--- src/rtl/osc_window_counter.sv ---
// Counts synchronized ring-oscillator rising edges per COUNT_DONE window; result is registered on the closing edge, 3-edge input latency.
// No backpressure: COUNTER_VALID is a single-cycle pulse, and the consumer must take it in that cycle.
module osc_window_counter #(
   parameter int AVG_LOG2 = 0
) (
   input  logic       CLK,
   input  logic       RST_N,
   input  logic       OSC_IN,
   input  logic       COUNT_DONE,
   input  logic       FORCE_RST,
   output logic [7:0] COUNTER,
   output logic       COUNTER_VALID,
   output logic       OVERFLOW
);

   localparam int IDX_W = (AVG_LOG2 > 0) ? AVG_LOG2 : 1;
   localparam int SUM_W = 8 + AVG_LOG2;
   localparam logic [IDX_W-1:0] IDX_LAST = IDX_W'((1 << AVG_LOG2) - 1);

   typedef enum logic [1:0] {SYNC, DISCARD, MEASURE} state_t;

   state_t           state;
   logic [1:0]       sync_cnt;
   logic             s1, s2, s3;
   logic             rise;
   logic [7:0]       acc;
   logic             sat;
   logic [SUM_W-1:0] sum;
   logic [IDX_W-1:0] idx;
   logic [8:0]       wide;
   logic             w_sat;
   logic [7:0]       w;
   logic [SUM_W-1:0] total;
   logic             idx_last;

   always_ff @(posedge CLK or negedge RST_N) begin
      if (!RST_N) begin
         s1 <= 1'b0;
         s2 <= 1'b0;
         s3 <= 1'b0;
      end else begin
         s1 <= OSC_IN;
         s2 <= s1;
         s3 <= s2;
      end
   end

   assign rise = s2 & ~s3;

   // An edge landing in the COUNT_DONE cycle belongs to the window being closed.
   assign wide     = {1'b0, acc} + {8'd0, rise};
   assign w_sat    = wide[8];
   assign w        = w_sat ? 8'hFF : wide[7:0];
   assign total    = sum + SUM_W'(w);
   assign idx_last = (idx == IDX_LAST);

   always_ff @(posedge CLK or negedge RST_N) begin
      if (!RST_N) begin
         state         <= SYNC;
         sync_cnt      <= 2'd0;
         acc           <= 8'd0;
         sat           <= 1'b0;
         sum           <= '0;
         idx           <= '0;
         COUNTER       <= 8'd0;
         COUNTER_VALID <= 1'b0;
         OVERFLOW      <= 1'b0;
      end else begin
         COUNTER_VALID <= 1'b0;
         if (FORCE_RST) begin
            // Wins over a coincident COUNT_DONE; COUNTER keeps its last value.
            state    <= SYNC;
            sync_cnt <= 2'd0;
            acc      <= 8'd0;
            sat      <= 1'b0;
            sum      <= '0;
            idx      <= '0;
            OVERFLOW <= 1'b0;
         end else begin
            case (state)
               SYNC: begin
                  if (sync_cnt == 2'd2) begin
                     state    <= DISCARD;
                     sync_cnt <= 2'd0;
                  end else begin
                     sync_cnt <= sync_cnt + 2'd1;
                  end
               end
               DISCARD: begin
                  if (COUNT_DONE) state <= MEASURE;
               end
               MEASURE: begin
                  if (COUNT_DONE) begin
                     acc      <= 8'd0;
                     sat      <= 1'b0;
                     OVERFLOW <= OVERFLOW | sat | w_sat;
                     if (idx_last) begin
                        COUNTER       <= total[AVG_LOG2 +: 8];
                        COUNTER_VALID <= 1'b1;
                        sum           <= '0;
                        idx           <= '0;
                     end else begin
                        sum <= total;
                        idx <= idx + 1'b1;
                     end
                  end else if (rise) begin
                     if (acc == 8'hFF) sat <= 1'b1;
                     else              acc <= acc + 8'd1;
                  end
               end
               default: state <= SYNC;
            endcase
         end
      end
   end

endmodule

--- config.mk ---
export PLATFORM = sky130hd
export DESIGN_NAME = osc_window_counter
export DESIGN_NICKNAME = d
export VERILOG_FILES = /design/src/rtl/osc_window_counter.sv
export SDC_FILE = /design/constraint.sdc
export NUM_CORES = 1
export LEC_CHECK = 0
export CAP_MARGIN = 10
export CORE_MARGIN = 4
export CORE_UTILIZATION = 52
export DETAILED_ROUTE_END_ITERATION = 10
export MAX_ROUTING_LAYER = met4
export PLACE_DENSITY = 0.82
export SYNTH_ARGS = -nofsm -noshare
export SYNTH_HDL_FRONTEND = slang
export SYNTH_SLANG_ARGS = --single-unit
--- constraint.sdc ---
create_clock -name CLK -period 2.47 [get_ports CLK]
set_clock_uncertainty 0.05 [all_clocks]
set_input_delay 0.741 -clock CLK [delete_from_list [all_inputs] [get_ports CLK]]
set_output_delay 0.741 -clock CLK [all_outputs]
set_load 0.1 [all_outputs]
After elaboration in Yosys (flattened, before gate mapping). Index checks and enable logic that the tools add are counted.

Memories kept: 0. Memory bits (writable): 0. Memory bits (read-only): 0. Latch bits: 0. Input port bits: 5. Output and inout bits: 10. Register bits: 35.

Shifts and indexed selects: 0. $lt $le $gt $ge: 0. Equality and inequality tests: 8. $mul: 0. Multiplexer cells: 33. Bitwise operators: 6. Div/mod/pow operators: 0. Reductions and logical operators: 11. Add/sub/neg operators: 5.

Operators by type and width (number): two-way mux 8 bit (10); two-way mux 1 bit (16); two-way mux 2 bit (6); adder 8 x 1 -> 9 bit (1); inequality test 3 bit, second input constant (3); AND reduction 3 bit (3); adder 8 x 1 -> 8 bit, second input constant (1); adder 8 bit (1); == test 8 bit, second input constant (1); case mux 2 bit (3 select lines) (1); nonzero test 2 bit (3); nonzero test 3 bit (2); == test 2 bit, second input constant (2); AND reduction 4 bit (1); NOT 1 bit (3); adder 2 x 1 -> 2 bit, second input constant (1); == test 2 x 1 -> 1 bit, second input constant (1); logical NOT 2 bit (1); inequality test 2 bit, second input constant (1); bitwise OR 1 bit (2); AND reduction 2 bit (1); adder 1 bit, second input constant (1); bitwise AND 1 bit (1).

Depth between registers and ports, before layout. Gate-level depths: netlist of run 1.

Depth after elaboration: 9. Depth in mapped cells: 8. Mapped depth without buffers: 7.

Least setup slack after synthesis of run 1. OpenSTA, ideal clock, no wires.

Path type: flip-flop to flip-flop. Start: register s2. End: register COUNTER[6]. Required time: 2.295 ns. Path buffers: 1. Stages on the path, launching flop included: 9. Slack: 0.649 ns. Data arrival time: 1.645 ns. Setup time: 0.125 ns. Cell sequence: dfrtp_1 > nor2b_1 > buf_4 > ha_1 > ha_1 > and3_1 > a21oi_1 > a21oi_1 > mux2_2.

Word-level cells in the longest chain between the ends: 4.

RTL lines: start, declared (RTL line 24) `logic s1, s2, s3;`; start signal, assigned (RTL line 39) `s2 <= 1'b0;`; start signal, assigned (RTL line 43) `s2 <= s1;`; bitwise AND 1 bit (RTL line 48) `assign rise = s2 & ~s3;`; adder 8 x 1 -> 9 bit (RTL line 51) `assign wide = {1'b0, acc} + {8'd0, rise};`; two-way mux 8 bit (RTL line 53) `assign w = w_sat ? 8'hFF : wide[7:0];`; adder 8 bit (RTL line 54) `assign total = sum + SUM_W'(w);`; end signal, assigned (RTL line 98) `COUNTER <= total[AVG_LOG2 +: 8];`; end, declared (RTL line 11) `output logic [7:0] COUNTER,`.

No other way between the ends. A chain may end at the register's enable or synchronous reset.

Worst setup path after layout of run 1.
Start: input COUNT_DONE. End: register COUNTER[5].

Word-level cells in the longest chain between the ends: 1.

RTL lines: start, declared (RTL line 9) `input logic COUNT_DONE,`; AND reduction 4 bit (no line).

No other way between the ends.

==> results of run 1 <==
-- placed cells by master (no fill, tap or decap), types with 2 or more instances in the layout --
cell,Yosys,layout
nor2b_1,2,2
and3_1,3,3
nand3_1,5,5
xnor2_1,3,3
o22a_1,2,2
nand3b_1,2,2
clkdlybuf4s50_1,0,4
nand2b_1,2,2
dfrtp_1,26,26
o211ai_1,4,4
nand2_1,6,6
clkbuf_4,0,3
o21ai_0,12,12
nor3b_1,2,2
a31oi_1,3,3
nor3_1,4,4
a21oi_1,15,15
or4b_1,2,2
nor2_1,9,9
buf_4,2,17
ha_1,3,3
inv_1,2,2
-- final cells by class --
cell class                 instances  area share, %
inverter                           3          0.734
timing repair buffer              21           10.9
sequential                        26           42.4
tap                               30           2.45
multi-input combinational        100           42.0
clock buffer                       3           1.47
-- layer usage --
layer / GRT usage [%] / wire length (microns)
met1: 20.7 / 1150
met2: 29.5 / 1270
met3: 3.27 / 194
met4: 11.0 / 89
met5: - / 0
-- logic make-up after synthesis --
family                   count (synthesis)  synth area share (%)
AO/OA/AOI/OAI                           41                  17.7
XOR/XNOR                                 4                  2.55
adder cells (fa/ha/maj)                  3                  2.73
buffers and inverters                   12                  5.74
flip-flops                              26                  47.4
multiplexers                             2                  1.55
AND/OR/NAND/NOR                         50                  22.4
-- final timing paths --
kind | startpoint | endpoint | slack, ns | cells past startpoint
worst min-delay path | s1 | s2 | 0.32 | 0
worst max-delay path | COUNT_DONE | COUNTER[5] | 0.43 | 5
min in group asynchronous | RST_N | COUNTER[7] | 0.71 | 2
max in group asynchronous | RST_N | state[1] | 1.42 | 2
worst max register to register | state[0] | COUNTER[5] | 0.68 | 4
worst min register to register | s1 | s2 | 0.32 | 0
-- through the flow --
stage	worst slack [ns]	hold WS, ns	instance area (sq um)	power, uW
after global placement	0.0973	0.296	1510	1140
after CTS	0.428	0.323	1530	1320
after detailed placement	0.0741	0.289	1510	1150
after floorplan	0.649	0.281	1370	1020
final	0.431	0.321	1530	1310
after global routing	0.368	0.347	1530	1380
-- sequential cells by signal, indices dropped and copies added, names as in the netlist --
signal,count
s1,1
s2,1
s3,1
COUNTER,8
OVERFLOW,1
sat,1
state,2
acc,8
sync_cnt,2
COUNTER_VALID,1
-- power groups by stage --
stage	Combinational [uW]	Sequential [uW]	Clock (uW)
6_report	614	526	174
5_1_grt	638	537	200
4_1_cts	617	528	179
3_5_place_dp	616	537	0
3_3_place_gp	611	533	0
2_1_floorplan	80.3	935	0
==> run metrics, run 1 <==
Post-synth EDFFs 0; fill count 214; Non-Filler Instances 183; Post-Syn Area 0.00137 sq mm; IO Pins 15; first-pass iteration count of the detailed router 4; Async SR Flop Fraction 100%; NetSw 641 uW; Tot GR Track Use 18.2%; status completed; Final Util 61.4%; Combinational Power Share 46.7%; remaining antenna violation count after routing 0; share of cells above drive strength 1 19.0%; Seq. cell area 651 sq um; die area 0.00353 sq mm; Critical Path Max Stage Delay 0.55 ns; final setup fails 0; Tmin final 2.04 ns; most numerous cell in the Yosys netlist dfrtp_1; total CTS buffers 3; Post-Syn Instances 138; worst-path fanout max 6; IO buf count 14; Final Cycle Share 82.5%; Synth top area share 47.4%; pins over their slew limit 0; Post-synth top cells dfrtp_1, a21oi_1, o21ai_0; VDD IR max 1.21 mV; Worst Hold Class flip-flop to flip-flop; CTS tree yes; Root Driver clkbuf_4; P per Cell Area 857 mW/mm^2; pin count of the biggest net entering global routing 27; Core ar. 0.00250 sq mm; gpl congestion 0.863; Worst Tran Pin Value 0.437 ns; Seq pwr share 40.0%; Starting Density 55.0%; CP Class input pin to flip-flop; Routed WL 2700 microns; Area Overhead vs Synth 11.7%; Worst-path clk slew 0.12 ns; yosys warns 0; Max Clock Freq 0.490 GHz; Nets 163; ant diodes 0; Most used DFF post-synth dfrtp_1; Sink Count 26; RSZ-0062 raised after global routing no; crit end category flip-flop; area of the multi-input gates 644 sq um; sum of negative setup slack 0 ns; crit path cell chain clkdlybuf4s50_1 -> inv_2 -> nor3_2 -> nor2b_1 -> a21oi_1; Yosys top cell by area dfrtp_1; net count after synthesis 146; Overflow after GRT 0; cts repair resizes 0; Synth Register Bits 26; CP bufs+invs 2; wire per inst 14.8 microns; worst skew pair latency 0.32 ns; Critical Path RT 2.63 ns; Top Family by Delay on Critical Path simple AND/OR/NAND/NOR gates; P_leak 0.000645 uW; DR iter-0 viols 44; Seq/Total Area, Yosys 47.4%; die height 59.4 microns; CP arrival 2.20 ns; vias in the first global route 1088; synth top area cells dfrtp_1, a21oi_1, o21ai_0; Net Sw Frac 48.8%; Synth cell types 45; Post-CTS Setup Bufs 0; Max-Cap Viols 0; DRC 0; Cell Rows 18; drt via density 6.09; Startpoint Class input pin; Final Hold Fails 0; clock share of power 13.3%; HPWL after DPL 2010 microns; initial antenna violation count 0; Mapped Avg Cell Area 9.96 sq um; Pint 673 uW; Die X-Extent 59.4 microns; Clock Path Buffers 2; first-pass GRT wire length 4680 microns; Placed Cells incl. Taps 180; detailed-route via count 1115; Rel. slew slack 70.7%; H-tree lvl count 1; Hold-fix buffers, CTS 0; Max stage delay cell, worst path clkdlybuf4s50_1
Note: power is estimated with default switching activity, not from simulation.
==> run 2: changes to the inputs <==
==> constraint.sdc (replaced) <==
create_clock -name CLK -period 1.9 [get_ports CLK]
set_clock_uncertainty 0.05 [all_clocks]
set_input_delay 0.57 -clock CLK [delete_from_list [all_inputs] [get_ports CLK]]
set_output_delay 0.57 -clock CLK [all_outputs]
set_load 0.1 [all_outputs]
==> run metrics, run 2 (same netlist as run 1, synthesis figures left out) <==
Sink Count 26 (unchanged); status completed; crit end category flip-flop; DP Area 0.00168 sq mm (+11%); Rel. slew slack 77.7% (+7.0 points); total CTS buffers 3 (unchanged); R2R Setup Slk 0.12 ns (-0.56 ns); wire per inst 14.6 microns (-0.83%); Critical Path Max Stage Delay 0.54 ns (about the same); Root Driver clkbuf_4; share of cells above drive strength 1 25.0% (+6.0 points); pins over their slew limit 0 (unchanged); Hold Path Origin s1; drt via density 5.94 (-2.6%); Final Hold Fails 0 (unchanged); VDD IR max 1.42 mV (+17%); remaining antenna violation count after routing 0 (unchanged); Starting Density 55.0% (unchanged); Max Clock Freq 0.562 GHz; Critical path origin acc[0]; Max-Cap Viols 0 (unchanged); Clock Path Buffers 2 (unchanged); fill count 188 (-12%); Area Overhead vs Synth 27.0%; first-pass GRT wire length 4900 microns (+4.7%); Worst-path clk slew 0.14 ns (+0.02 ns); die area 0.00353 sq mm (unchanged); Die X-Extent 59.4 microns (unchanged); RSZ-0062 raised after global routing no; final setup fails 0 (unchanged); Hold Crit Depth 0 (unchanged); P_leak 0.000725 uW (+12%); design area 0.00175 sq mm (+14%); Hold-fix buffers, CTS 0 (unchanged); Final Cycle Share 93.6%; Core ar. 0.00250 sq mm (unchanged); die height 59.4 microns (unchanged); worst-path fanout max 5 (-1); Startpoint Class flip-flop; P per Cell Area 1200 mW/mm^2 (+40%); H-tree lvl count 1 (unchanged); initial antenna violation count 0 (unchanged); pin count of the biggest net entering global routing 27 (unchanged); Routed WL 2780 microns (+3.0%); Tmin final 1.78 ns; worst skew pair latency 0.34 ns (+0.02 ns); CP Class flip-flop to flip-flop; Max stage delay cell, worst path or4b_1; ant diodes 0 (unchanged); IO Pins 15 (unchanged); CP arrival 2.00 ns (-0.20 ns); first-pass iteration count of the detailed router 4 (unchanged); Tot GR Track Use 19.1% (+0.93 points); gpl congestion 0.859 (-0.41%); Cell Rows 18 (unchanged); Worst Tran Pin Value 0.331 ns (-0.106 ns); vias in the first global route 1065 (-2.1%); Worst Hold Class flip-flop to flip-flop; commonest cells after routing, fill and taps aside dfrtp_1, a21oi_1, buf_4; CTS tree yes; Regs by FF count COUNTER (8), acc (8); DR iter-0 viols 46 (+4.5%); Nets 169 (+3.7%); Overflow after GRT 0 (unchanged); Critical Path RT 2.12 ns (-0.51 ns); IO buf count 14 (unchanged); crit path cell chain ha_1 -> nand3_1 -> nor2_2 -> or4b_1 -> a21oi_1; sum of negative setup slack 0 ns (unchanged); HPWL after DPL 2080 microns (+3.3%); Final Util 69.8% (+8.5 points); reg2reg start acc[0]; worst r2r path cells 5 (+1); most common cell after layout, fill and taps aside dfrtp_1; total power 2100 uW (+59%); detailed-route via count 1128 (+1.2%); DRC 0 (unchanged)
-- run 2: worst paths after layout --
| path | end |
|---|---|
| min in group asynchronous | COUNTER[7] |
| max | acc[0] |
| min reg2reg | s2 |
| max reg2reg | acc[0] |
| min | s2 |
| max in group asynchronous | acc[1] |
-- run 2: cell type report --
cell class	instances	area [sq um]	area share, %
clock buffer	3	22.5	1.29
clock inverter	1	30.0	1.72
inverter	3	11.3	0.645
multi-input combinational	100	654	37.5
sequential	26	652	37.3
tap	30	37.5	2.15
timing repair buffer	27	338	19.4
-- run 2: worst max-delay path: cells and delay by family (launching register included) --
family,cells,cell delay [ns]
DFF,1,0.45
adders and majority gates,1,0.26
AOI/OAI and AO/OA,1,0.14
and+or+nand+nor,3,0.81
-- run 2: power by group --
| part | total [uW] | switching [uW] | internal (uW) |
|---|---|---|---|
| logic | 980 | 633 | 347 |
| registers | 726 | 89.0 | 637 |
| clock network | 389 | 175 | 214 |
-- run 2: metal layers --
layer  track usage (%)  vias up  routed length (microns)
met2              29.5       43                     1340
met4              9.06        0                       80
met3              3.27       10                      171
met1              24.3      523                     1190
met5                 -        -                        0
li1                  -      552                        -
-- run 2: repair_timing --
action / CTS / global route
setup buffers: 0 / 0
endpoints found under the setup margin: 0 / 1
gates resized for setup: 0 / 4
-- run 2: stage by stage --
stage / hold slack (ns) / setup WS, ns / instances
CTS: 0.318 / 0.102 / 190
global route: 0.333 / 0.0289 / 190
finish: 0.317 / 0.122 / 190
global placement: 0.284 / -0.151 / 186
detailed placement: 0.286 / -0.168 / 186
floorplan: 0.224 / 0.0794 / 138
==> run 3: changes to the inputs <==
--- a/config.mk
+++ b/config.mk
@@ -7,10 +7,10 @@
 export LEC_CHECK = 0
 export CAP_MARGIN = 10
 export CORE_MARGIN = 4
-export CORE_UTILIZATION = 52
+export CORE_UTILIZATION = 35
 export DETAILED_ROUTE_END_ITERATION = 10
 export MAX_ROUTING_LAYER = met4
-export PLACE_DENSITY = 0.82
+export PLACE_DENSITY = 0.62
 export SYNTH_ARGS = -nofsm -noshare
 export SYNTH_HDL_FRONTEND = slang
 export SYNTH_SLANG_ARGS = --single-unit
==> run metrics, run 3 (same netlist as run 1, synthesis figures left out) <==
pins over their slew limit 0 (unchanged); area of the multi-input gates 652 sq um (-0.38%); status completed; Max stage delay cell, worst path or4b_1; total power 2020 uW (-3.6%); DP Area 0.00169 sq mm (+0.45%); Nets 167 (-1.2%); Placed Cells incl. Taps 202 (+8.6%); Critical Path RT 2.05 ns (-0.07 ns); vias in the first global route 1140 (+7.0%); final setup fails 0 (unchanged); Area Overhead vs Synth 26.5%; commonest cells after routing, fill and taps aside dfrtp_1, a21oi_1, o21ai_0; reg2reg start acc[1]; P_leak 0.000712 uW (-1.9%); hold endpoint s2; Seq. cell area 651 sq um (-0.19%); Max Clock Freq 0.557 GHz (-0.91%); drt via density 5.37 (-9.5%); VDD IR max 0.279 mV (-80%); CP arrival 1.95 ns (-0.05 ns); worst-path fanout max 5 (unchanged); HPWL after DPL 2220 microns (+6.7%); Die X-Extent 70.7 microns (+19%); design area 0.00174 sq mm (-0.43%); Hold-fix buffers, CTS 0 (unchanged); DRC 0 (unchanged); Overflow after GRT 0 (unchanged); CP bufs+invs 0 (unchanged); Worst-path clk slew 0.09 ns (-0.05 ns); fill count 358 (+90%); crit end category flip-flop; Worst Tran Pin Value 0.327 ns (-0.00341 ns); wire per inst 14.5 microns (-0.98%); first-pass GRT wire length 5150 microns (+5.2%); IO Pins 15 (unchanged); Rel. slew slack 78.2% (+0.46 points); Cell Rows 22 (+4); first-pass iteration count of the detailed router 4 (unchanged); worst r2r path cells 5 (unchanged); Regs by FF count COUNTER (8), acc (8); total CTS buffers 3 (unchanged); DR iter-0 viols 26 (-43%); Clock Path Buffers 2 (unchanged); ant diodes 0 (unchanged); Startpoint Class flip-flop; Root Driver clkbuf_8; sum of negative setup slack 0 ns (unchanged); Max-Cap Viols 0 (unchanged); share of cells above drive strength 1 22.3% (-2.7 points); CP Class flip-flop to flip-flop; P per Cell Area 1160 mW/mm^2 (-3.2%); R2R Setup Slk 0.11 ns (-0.02 ns); Hold Crit Depth 0 (unchanged); Sink Count 26 (unchanged); worst skew pair latency 0.27 ns (-0.07 ns); Hold Path Origin s1; reg2reg end acc[4]; IO buf count 14 (unchanged); top layer in use met4; remaining antenna violation count after routing 0 (unchanged); Worst Hold Class flip-flop to flip-flop; CTS tree yes; Tmin final 1.79 ns (+0.0163 ns); critical path depth 5 (unchanged); Top Family by Delay on Critical Path simple AND/OR/NAND/NOR gates; die height 70.7 microns (+19%); initial antenna violation count 0 (unchanged); Non-Filler Instances 205 (+7.9%); RSZ-0062 raised after global routing no; Tot GR Track Use 12.9% (-6.2 points); Min Hold Slack 0.314 ns (-0.00229 ns); die area 0.00499 sq mm (+41%); Critical Path Max Stage Delay 0.51 ns (-0.03 ns); pin count of the biggest net entering global routing 27 (unchanged); met1 wire length 1280 microns (+7.9%); Routed WL 2970 microns (+6.8%); Final Cycle Share 94.4% (+0.86 points); Starting Density 37.0% (-18 points); detailed-route via count 1101 (-2.4%); WL met2 1490 microns (+11%); most common cell after layout, fill and taps aside dfrtp_1; Core ar. 0.00372 sq mm (+49%); crit path cell chain ha_1 -> and3_4 -> nand2_1 -> or4b_1 -> a21oi_1; H-tree lvl count 1 (unchanged); Final Hold Fails 0 (unchanged); gpl congestion 0.937 (+9.1%); WL met3 155 microns (-9.4%)
run 3: worst max path at each step:
stage	from	to	slack [ns]
after floorplan	s2	COUNTER[6]	0.08
after global placement	COUNT_DONE	COUNTER[5]	-0.16
after detailed placement	FORCE_RST	acc[7]	-0.19
after CTS	FORCE_RST	acc[7]	0.07
after global routing	s2	COUNTER[6]	0.01
final	acc[1]	acc[4]	0.11
run 3: where the power goes:
part	internal [uW]	total, uW	switching, uW
logic	347	983	636
registers	637	725	87.3
clock network	142	312	169
total	1130	2020	892
run 3: final cells by class:
cell class,count,share of cell area (%)
clock buffers,3,2.38
inverters,3,0.648
multi-input cells,100,37.5
flip-flops and latches,26,37.4
well taps,48,3.46
repair buffers,25,18.6
run 3: stage by stage:
step | util (%) | setup WS (ns)
finish | 46.8 | 0.106
CTS | 46.6 | 0.0684
floorplan | - | 0.0794
global route | 46.8 | 0.0115
global placement | 45.5 | -0.162
detailed placement | 45.5 | -0.194
run 3: worst reg2reg max path: stages, from the launching register on:
cell,delay [ns]
dfrtp_1,0.45
ha_1,0.27
and3_4,0.22
nand2_1,0.07
or4b_1,0.51
a21oi_1,0.15
run 3: layer usage:
layer	global-route usage, %	vias up
met2	21.7	30
met1	15.4	526
met3	2.27	5
met4	5.22	0
li1	-	540
met5	-	-
run 3: timing repair:
item                                    CTS  global route
hold endpoints to repair                  0             0
setup buffers                             0             0
endpoints found under the setup margin    0             2
resized for setup                         0             2
